===== src/rtl/chacha_qr_pkg.sv =====
// Shared types and constants for the ChaCha quarter-round host.
// Holds the FSM state encoding, the peripheral address field layout
// and the word/byte geometry of the 128-bit {d,c,b,a} state.
package chacha_qr_pkg;

  typedef enum logic [2:0] {
    ST_IDLE,
    ST_LOAD,
    ST_ROUND,
    ST_READ,
    ST_DONE
  } qr_state_e;

  // Peripheral byte address: [3:2] selects the word, [1:0] the byte lane.
  localparam int QR_ADDR_W    = 4;
  localparam int WORD_SEL_MSB = 3;
  localparam int WORD_SEL_LSB = 2;
  localparam int LANE_MSB     = 1;
  localparam int LANE_LSB     = 0;

  // Word indices inside the packed state.
  localparam int WORD_A = 0;
  localparam int WORD_B = 1;
  localparam int WORD_C = 2;
  localparam int WORD_D = 3;

  localparam int BYTES_PER_STATE = 16;
  localparam int STATE_W         = 8 * BYTES_PER_STATE;

  localparam logic [QR_ADDR_W-1:0] LAST_BYTE = QR_ADDR_W'(BYTES_PER_STATE - 1);

  // Word selected by a peripheral byte address.
  function automatic logic [1:0] addr_word(input logic [QR_ADDR_W-1:0] addr);
    return addr[WORD_SEL_MSB:WORD_SEL_LSB];
  endfunction

  // Byte lane selected by a peripheral byte address (0 = LSB).
  function automatic logic [1:0] addr_lane(input logic [QR_ADDR_W-1:0] addr);
    return addr[LANE_MSB:LANE_LSB];
  endfunction

endpackage


===== src/rtl/chacha_qr_host_if.sv =====
// Stream and peripheral-port bundle of the quarter-round host.
// The host uses the master modport; the fabric/peripheral side uses slave.
interface chacha_qr_host_if #(
  parameter int ROUND_W = 8
);
  import chacha_qr_pkg::*;

  // Input state stream
  logic                 in_valid;
  logic                 in_ready;
  logic [STATE_W-1:0]   in_state;
  logic [ROUND_W-1:0]   in_rounds;

  // Result stream and status
  logic                 out_valid;
  logic                 out_ready;
  logic [STATE_W-1:0]   out_state;
  logic                 busy;

  // Byte-wide quarter-round peripheral port
  logic [QR_ADDR_W-1:0] qr_addr;
  logic                 qr_wr_en;
  logic                 qr_step;
  logic [7:0]           qr_wdata;
  logic [7:0]           qr_rdata;

  modport master (
    input  in_valid, in_state, in_rounds, out_ready, qr_rdata,
    output in_ready, out_valid, out_state, busy,
           qr_addr, qr_wr_en, qr_step, qr_wdata
  );

  modport slave (
    output in_valid, in_state, in_rounds, out_ready, qr_rdata,
    input  in_ready, out_valid, out_state, busy,
           qr_addr, qr_wr_en, qr_step, qr_wdata
  );

endinterface


===== src/rtl/chacha_qr_host.sv =====
// Host-side master for the byte-wide ChaCha quarter-round peripheral.
// Loads a 128-bit state byte by byte, pulses the step strobe a programmable
// number of times, reads the 16 bytes back and offers the result on a
// valid/ready stream. All outputs are registered.
module chacha_qr_host
  import chacha_qr_pkg::*;
#(
  parameter int ROUND_W = 8,
  parameter int RD_LAT  = 0
) (
  input  logic              clk,
  input  logic              rst_n,
  chacha_qr_host_if.master  bus
);

  // Wait counter only needs to reach RD_LAT; keep at least one bit.
  localparam int                WAIT_W    = (RD_LAT > 0) ? $clog2(RD_LAT + 1) : 1;
  localparam logic [WAIT_W-1:0] WAIT_LAST = WAIT_W'(RD_LAT);

  qr_state_e            fsm;
  logic [QR_ADDR_W-1:0] byte_cnt;
  logic [QR_ADDR_W-1:0] next_byte;
  logic [WAIT_W-1:0]    wait_cnt;
  logic [ROUND_W-1:0]   round_cnt;
  logic [STATE_W-1:0]   src_q;

  assign next_byte = byte_cnt + 1'b1;

  // Capture the input state at the accepting handshake.
  // NOTE: payload-only register, deliberately outside the reset: every
  // transaction reloads it before any byte of it is driven out.
  always_ff @(posedge clk) begin
    if (bus.in_valid && bus.in_ready) begin
      src_q <= bus.in_state;
    end
  end

  // Transaction FSM: LOAD 16 bytes, ROUND steps, READ 16 bytes, DONE handshake.
  // NOTE: sequential state uses non-blocking assignments so every register
  // samples pre-edge values regardless of statement order.
  always_ff @(posedge clk or negedge rst_n) begin
    if (!rst_n) begin
      fsm           <= ST_IDLE;
      byte_cnt      <= '0;
      wait_cnt      <= '0;
      round_cnt     <= '0;
      bus.in_ready  <= 1'b0;
      bus.out_valid <= 1'b0;
      bus.out_state <= '0;
      bus.busy      <= 1'b0;
      bus.qr_addr   <= '0;
      bus.qr_wr_en  <= 1'b0;
      bus.qr_step   <= 1'b0;
      bus.qr_wdata  <= '0;
    end else begin
      case (fsm)
        ST_IDLE: begin
          bus.in_ready <= 1'b1;
          if (bus.in_valid && bus.in_ready) begin
            fsm          <= ST_LOAD;
            bus.in_ready <= 1'b0;
            bus.busy     <= 1'b1;
            round_cnt    <= bus.in_rounds;
            byte_cnt     <= '0;
            // Byte 0 goes out in the first LOAD cycle.
            bus.qr_addr  <= '0;
            bus.qr_wr_en <= 1'b1;
            bus.qr_wdata <= bus.in_state[7:0];
          end
        end

        ST_LOAD: begin
          if (byte_cnt == LAST_BYTE) begin
            bus.qr_wr_en <= 1'b0;
            if (round_cnt != '0) begin
              fsm         <= ST_ROUND;
              bus.qr_step <= 1'b1;
            end else begin
              fsm         <= ST_READ;
              bus.qr_addr <= '0;
              byte_cnt    <= '0;
              wait_cnt    <= '0;
            end
          end else begin
            byte_cnt     <= next_byte;
            bus.qr_addr  <= next_byte;
            bus.qr_wdata <= src_q[{next_byte, 3'b000} +: 8];
          end
        end

        ST_ROUND: begin
          // Step is already high for this cycle; drop it after the last one.
          round_cnt <= round_cnt - 1'b1;
          if (round_cnt == ROUND_W'(1)) begin
            fsm         <= ST_READ;
            bus.qr_step <= 1'b0;
            bus.qr_addr <= '0;
            byte_cnt    <= '0;
            wait_cnt    <= '0;
          end
        end

        ST_READ: begin
          // Hold each address RD_LAT+1 cycles, sample on the last one.
          if (wait_cnt == WAIT_LAST) begin
            wait_cnt <= '0;
            bus.out_state[{byte_cnt, 3'b000} +: 8] <= bus.qr_rdata;
            if (byte_cnt == LAST_BYTE) begin
              fsm           <= ST_DONE;
              bus.out_valid <= 1'b1;
            end else begin
              byte_cnt    <= next_byte;
              bus.qr_addr <= next_byte;
            end
          end else begin
            wait_cnt <= wait_cnt + 1'b1;
          end
        end

        ST_DONE: begin
          if (bus.out_ready) begin
            fsm           <= ST_IDLE;
            bus.out_valid <= 1'b0;
            bus.busy      <= 1'b0;
            bus.in_ready  <= 1'b1;
          end
        end

        default: fsm <= ST_IDLE;
      endcase
    end
  end

endmodule


===== src/flat_wrapper.sv =====
// flat-port wrapper written by rule: the top's interface ports become plain ports
module chacha_qr_host_flat import chacha_qr_pkg::*;
#(
  parameter int ROUND_W = 8,
  parameter int RD_LAT  = 0
)
  (clk, rst_n, bus_in_valid, bus_in_state, bus_in_rounds, bus_out_ready, bus_qr_rdata, bus_in_ready, bus_out_valid, bus_out_state, bus_busy, bus_qr_addr, bus_qr_wr_en, bus_qr_step, bus_qr_wdata);
  chacha_qr_host_if #(.ROUND_W(ROUND_W)) bus_i ();
  input  logic clk;
  input  logic rst_n;
  input wire logic [$bits(bus_i.in_valid)-1:0] bus_in_valid;
  input wire logic [$bits(bus_i.in_state)-1:0] bus_in_state;
  input wire logic [$bits(bus_i.in_rounds)-1:0] bus_in_rounds;
  input wire logic [$bits(bus_i.out_ready)-1:0] bus_out_ready;
  input wire logic [$bits(bus_i.qr_rdata)-1:0] bus_qr_rdata;
  output wire logic [$bits(bus_i.in_ready)-1:0] bus_in_ready;
  output wire logic [$bits(bus_i.out_valid)-1:0] bus_out_valid;
  output wire logic [$bits(bus_i.out_state)-1:0] bus_out_state;
  output wire logic [$bits(bus_i.busy)-1:0] bus_busy;
  output wire logic [$bits(bus_i.qr_addr)-1:0] bus_qr_addr;
  output wire logic [$bits(bus_i.qr_wr_en)-1:0] bus_qr_wr_en;
  output wire logic [$bits(bus_i.qr_step)-1:0] bus_qr_step;
  output wire logic [$bits(bus_i.qr_wdata)-1:0] bus_qr_wdata;
  assign bus_i.in_valid = bus_in_valid;
  assign bus_i.in_state = bus_in_state;
  assign bus_i.in_rounds = bus_in_rounds;
  assign bus_i.out_ready = bus_out_ready;
  assign bus_i.qr_rdata = bus_qr_rdata;
  assign bus_in_ready = bus_i.in_ready;
  assign bus_out_valid = bus_i.out_valid;
  assign bus_out_state = bus_i.out_state;
  assign bus_busy = bus_i.busy;
  assign bus_qr_addr = bus_i.qr_addr;
  assign bus_qr_wr_en = bus_i.qr_wr_en;
  assign bus_qr_step = bus_i.qr_step;
  assign bus_qr_wdata = bus_i.qr_wdata;
  chacha_qr_host #(.ROUND_W(ROUND_W), .RD_LAT(RD_LAT)) u_core (.clk(clk), .rst_n(rst_n), .bus(bus_i));
endmodule

===== config.mk =====
export PLATFORM = sky130hd
export DESIGN_NAME = chacha_qr_host_flat
export DESIGN_NICKNAME = d
export VERILOG_FILES = /design/src/rtl/chacha_qr_pkg.sv /design/src/rtl/chacha_qr_host_if.sv /design/src/rtl/chacha_qr_host.sv /design/src/flat_wrapper.sv
export SDC_FILE = /design/constraint.sdc
export NUM_CORES = 1
export LEC_CHECK = 0
export BUFFER_PORTS_ARGS = -buffer_cell sky130_fd_sc_hd__buf_2
export CORE_ASPECT_RATIO = 0.7
export CORE_UTILIZATION = 56
export CTS_BUF_LIST = sky130_fd_sc_hd__clkbuf_8
export DETAILED_ROUTE_END_ITERATION = 7
export PLACE_DENSITY = 0.84
export SETUP_SLACK_MARGIN = 0.5
export SYNTH_ARGS = -nofsm -noshare
export SYNTH_HDL_FRONTEND = slang
export SYNTH_SLANG_ARGS = --single-unit

===== constraint.sdc =====
create_clock -name clk -period 5 [get_ports clk]
set_input_delay 0.75 -clock clk [delete_from_list [all_inputs] [get_ports clk]]
set_output_delay 0.75 -clock clk [all_outputs]
set_load 0.01 [all_outputs]

==> impl_metrics.toml <==
[cts]
clock_sinks = 284
cts_setup_buffers = 0
clk_pin_slew_ps = 60
cts_tree = "done"
holdBufCountCts = 0
clk_path_buf_depth = 3
insertion_delay_ps = 540
cts_resized = 0
cts-root-buf = "clkbuf_8"
htree_levels = 2
numCtsBuffers = 43

[setup_path]
reg2reg_slack_ps = 1990
endpoint_kind = "flip-flop"
crit_type = "flip-flop to flip-flop"
worstPathRequired_ps = 5410
arrival_ps = 3420
cp-start-kind = "flip-flop"
worst-path-max-fanout = 52

[yosys]
async_flop_share = 0.5493
synth_top_cells_by_area = "dfrtp_1 34%, edfxtp_1 34%, mux2_2 13%"
ys_ff_latch = 284
synth_area_um2 = 11410
syn_inst = 677
ys_types = 56
synth_area_leader_cell = "dfrtp_1"
synth_edf_count = 128
syn_avg_cell_area_um2 = 16.85
synthFlopType = "dfrtp_1"
yosysWarnings = 0
synth_nets = 831
synth_seq_area_share = 0.6790
synth_top_cell_area_share = 0.3421

[power]
power_density_nw_per_um2 = 605.7
p_sw_frac = 0.3511
seqPwrFrac = 0.423
power.share.clock = 0.205
power_switching_mw = 2.956
p_comb_frac = 0.373
p_leak_nw = 6.234
intPower_mw = 5.463
ir_drop_v = 0.0002960

[drt]
drc = 0
drtAntennaViolNets = 0
drt_iter0_drc = 556
vias = 7282
finalWirelength_mm = 27.18
dr.pass1.iters = 5
wire_per_inst_um = 21.00
viasPerCell = 5.628

[finish]
area.growth.synth_to_final_pct = 21.82
final_cell_count_no_fill = 1294
fin_area_um2 = 13900
fin_nets = 1145
multi_input_area_um2 = 3482
fill_cells = 1354
regArea_um2 = 7749
drive_gt1_frac = 0.5333

[timing]
finalHoldViolations = 0
rsz0062_at_grt = "no"
tns_ps = 0
tightest_slew_ps = 1161
final.min_clock_period_ps = 3008
fin_skew_ps = 31.22
drv_slew = 0
max_freq_ghz = 0.3324
post-route-period-util = 0.6017
slew_headroom = 0.2246
finalSetupViolCount = 0

[floorplanning]
die_w_um = 172.6
core_area_um2 = 19910
initial_core_util = 0.5732
ioPinCount = 293
rows = 43
die_h_um = 121.4
die_area_um2 = 20960

[hold_path]
hold_class = "input port to async pin"

[place]
gp_congestion = 0.8334
io_buffers = 292
place_hpwl_mm = 19.11
placed_area_um2 = 13120
place_inst = 1216

[global_routing]
antenna_found_initial = 2
grt_pass1_vias = 7417
grt_usage = 0.2616
gr-total-overflow = 0
grt_pass1_wl_mm = 41.70
grt_start_max_net_pins = 113

[job]
drv_cap = 0

[status]
status = "complete, no violations"
==> worst max-delay path, cell delays in order (launching register included) <==
cell	delay [ps]
dfrtp_2	350
buf_4	650
ha_1	440
xor2_1	770
mux2_2	440
o22ai_1	160
o21ai_0	100
==> routing by layer <==
layer / GRT usage / vias to the layer above / part of all wire
li1: - / 3247 / -
met1: 0.3622 / 3702 / 0.43
met2: 0.4194 / 289 / 0.49
met3: 0.05514 / 44 / 0.068
met4: 0.08203 / 0 / 0.018
met5: 0 / - / 0
==> synthesized netlist by cell type, drive strengths merged, types with 6 or more instances <==
| cell | number |
|---|---|
| nor3 | 8 |
| nand3 | 14 |
| ha | 6 |
| dfrtp | 156 |
| mux4 | 32 |
| a21oi | 9 |
| nand2 | 17 |
| mux2 | 136 |
| o21ai | 24 |
| o22ai | 8 |
| and3 | 11 |
| clkbuf | 16 |
| buf | 13 |
| and2 | 9 |
| inv | 10 |
| nor2 | 15 |
| edfxtp | 128 |
| a22oi | 9 |
==> worst paths after layout <==
path	start	cells after the start	endpoint
setup / recovery	u_core.byte_cnt[0]	6	u_core.bus.qr_wdata[6]
hold / removal	rst_n	1	u_core.bus.out_state[22]
setup reg to reg	u_core.byte_cnt[0]	6	u_core.bus.qr_wdata[6]
hold reg to reg	u_core.bus.busy	2	u_core.bus.busy
max in group asynchronous	rst_n	2	u_core.bus.out_state[77]
min in group clk	bus_in_state[74]	1	u_core.src_q[74]
==> per-stage QoR <==
step | utilization | setup WS (ps) | hold WS (ps) | total power, mW
after CTS | 0.6980 | 1981 | 340.4 | 8.464
after floorplan | - | 1219 | 454.4 | 5.620
after global placement | 0.6591 | 2064 | 482.1 | 6.607
after detailed placement | 0.6591 | 1972 | 478.0 | 6.727
after global routing | 0.6982 | 1753 | 337.7 | 8.864
final | 0.6982 | 1992 | 368.9 | 8.419
==> cell type report <==
| class | instances | area share |
|---|---|---|
| multi-input cells | 354 | 0.2505 |
| flip-flops and latches | 284 | 0.5575 |
| inverters | 10 | 0.002881 |
| diodes | 2 | 0.0003601 |
| repair buffers | 298 | 0.1088 |
| well taps | 270 | 0.02430 |
| clock buffers | 46 | 0.04555 |
| clock inverters | 30 | 0.01008 |
==> cell usage in the layout (no fill, tap or decap), types with 4 or more instances in the layout <==
master,netlist,final
nor2_1,13,13
ha_1,6,5
and2_1,8,8
buf_2,8,291
o22ai_1,8,8
nand2_1,13,13
a21oi_1,9,9
nand2_2,4,4
buf_4,3,6
clkinv_2,0,5
nand3_2,6,6
a22oi_1,9,9
nand4_1,4,4
nand3_1,8,8
mux2_2,136,136
inv_1,10,29
nor3b_1,4,4
dfrtp_1,156,155
mux4_2,32,32
and3_1,11,11
nor3_1,8,8
edfxtp_1,128,128
nor2b_1,4,4
clkbuf_8,0,46
o21ai_0,23,23
==> power by group through the flow <==
stage	clock, mW	sequential, mW	combinational (mW)
2_1_floorplan	0	3.72	1.90
3_3_place_gp	0	3.54	3.07
3_5_place_dp	0	3.58	3.14
4_1_cts	1.76	3.55	3.16
5_1_grt	1.86	3.63	3.37
6_report	1.72	3.56	3.14
==> flip-flops by register name, indices dropped and copies added (netlist names), 3 cells and up <==
| register | count |
|---|---|
| u_core.src_q | 128 |
| u_core.round_cnt | 8 |
| u_core.byte_cnt | 4 |
| u_core.bus.qr_wdata | 8 |
| u_core.bus.out_state | 128 |
| u_core.fsm | 3 |
==> cell families (layout without fill, tap and decap cells) <==
kind of cell / count (synthesis) / after routing / synth area share
DFF: 284 / 284 / 0.6790
adders and majority gates: 6 / 6 / 0.006579
AOI/OAI and AO/OA: 75 / 75 / 0.04474
other: 0 / 2 / 0
muxes: 168 / 168 / 0.1974
xor gates and xnor gates: 4 / 4 / 0.003071
and+or+nand+nor: 101 / 101 / 0.05319
buffers and inverters: 39 / 384 / 0.01601
Power figures use the tool's default switching activity.
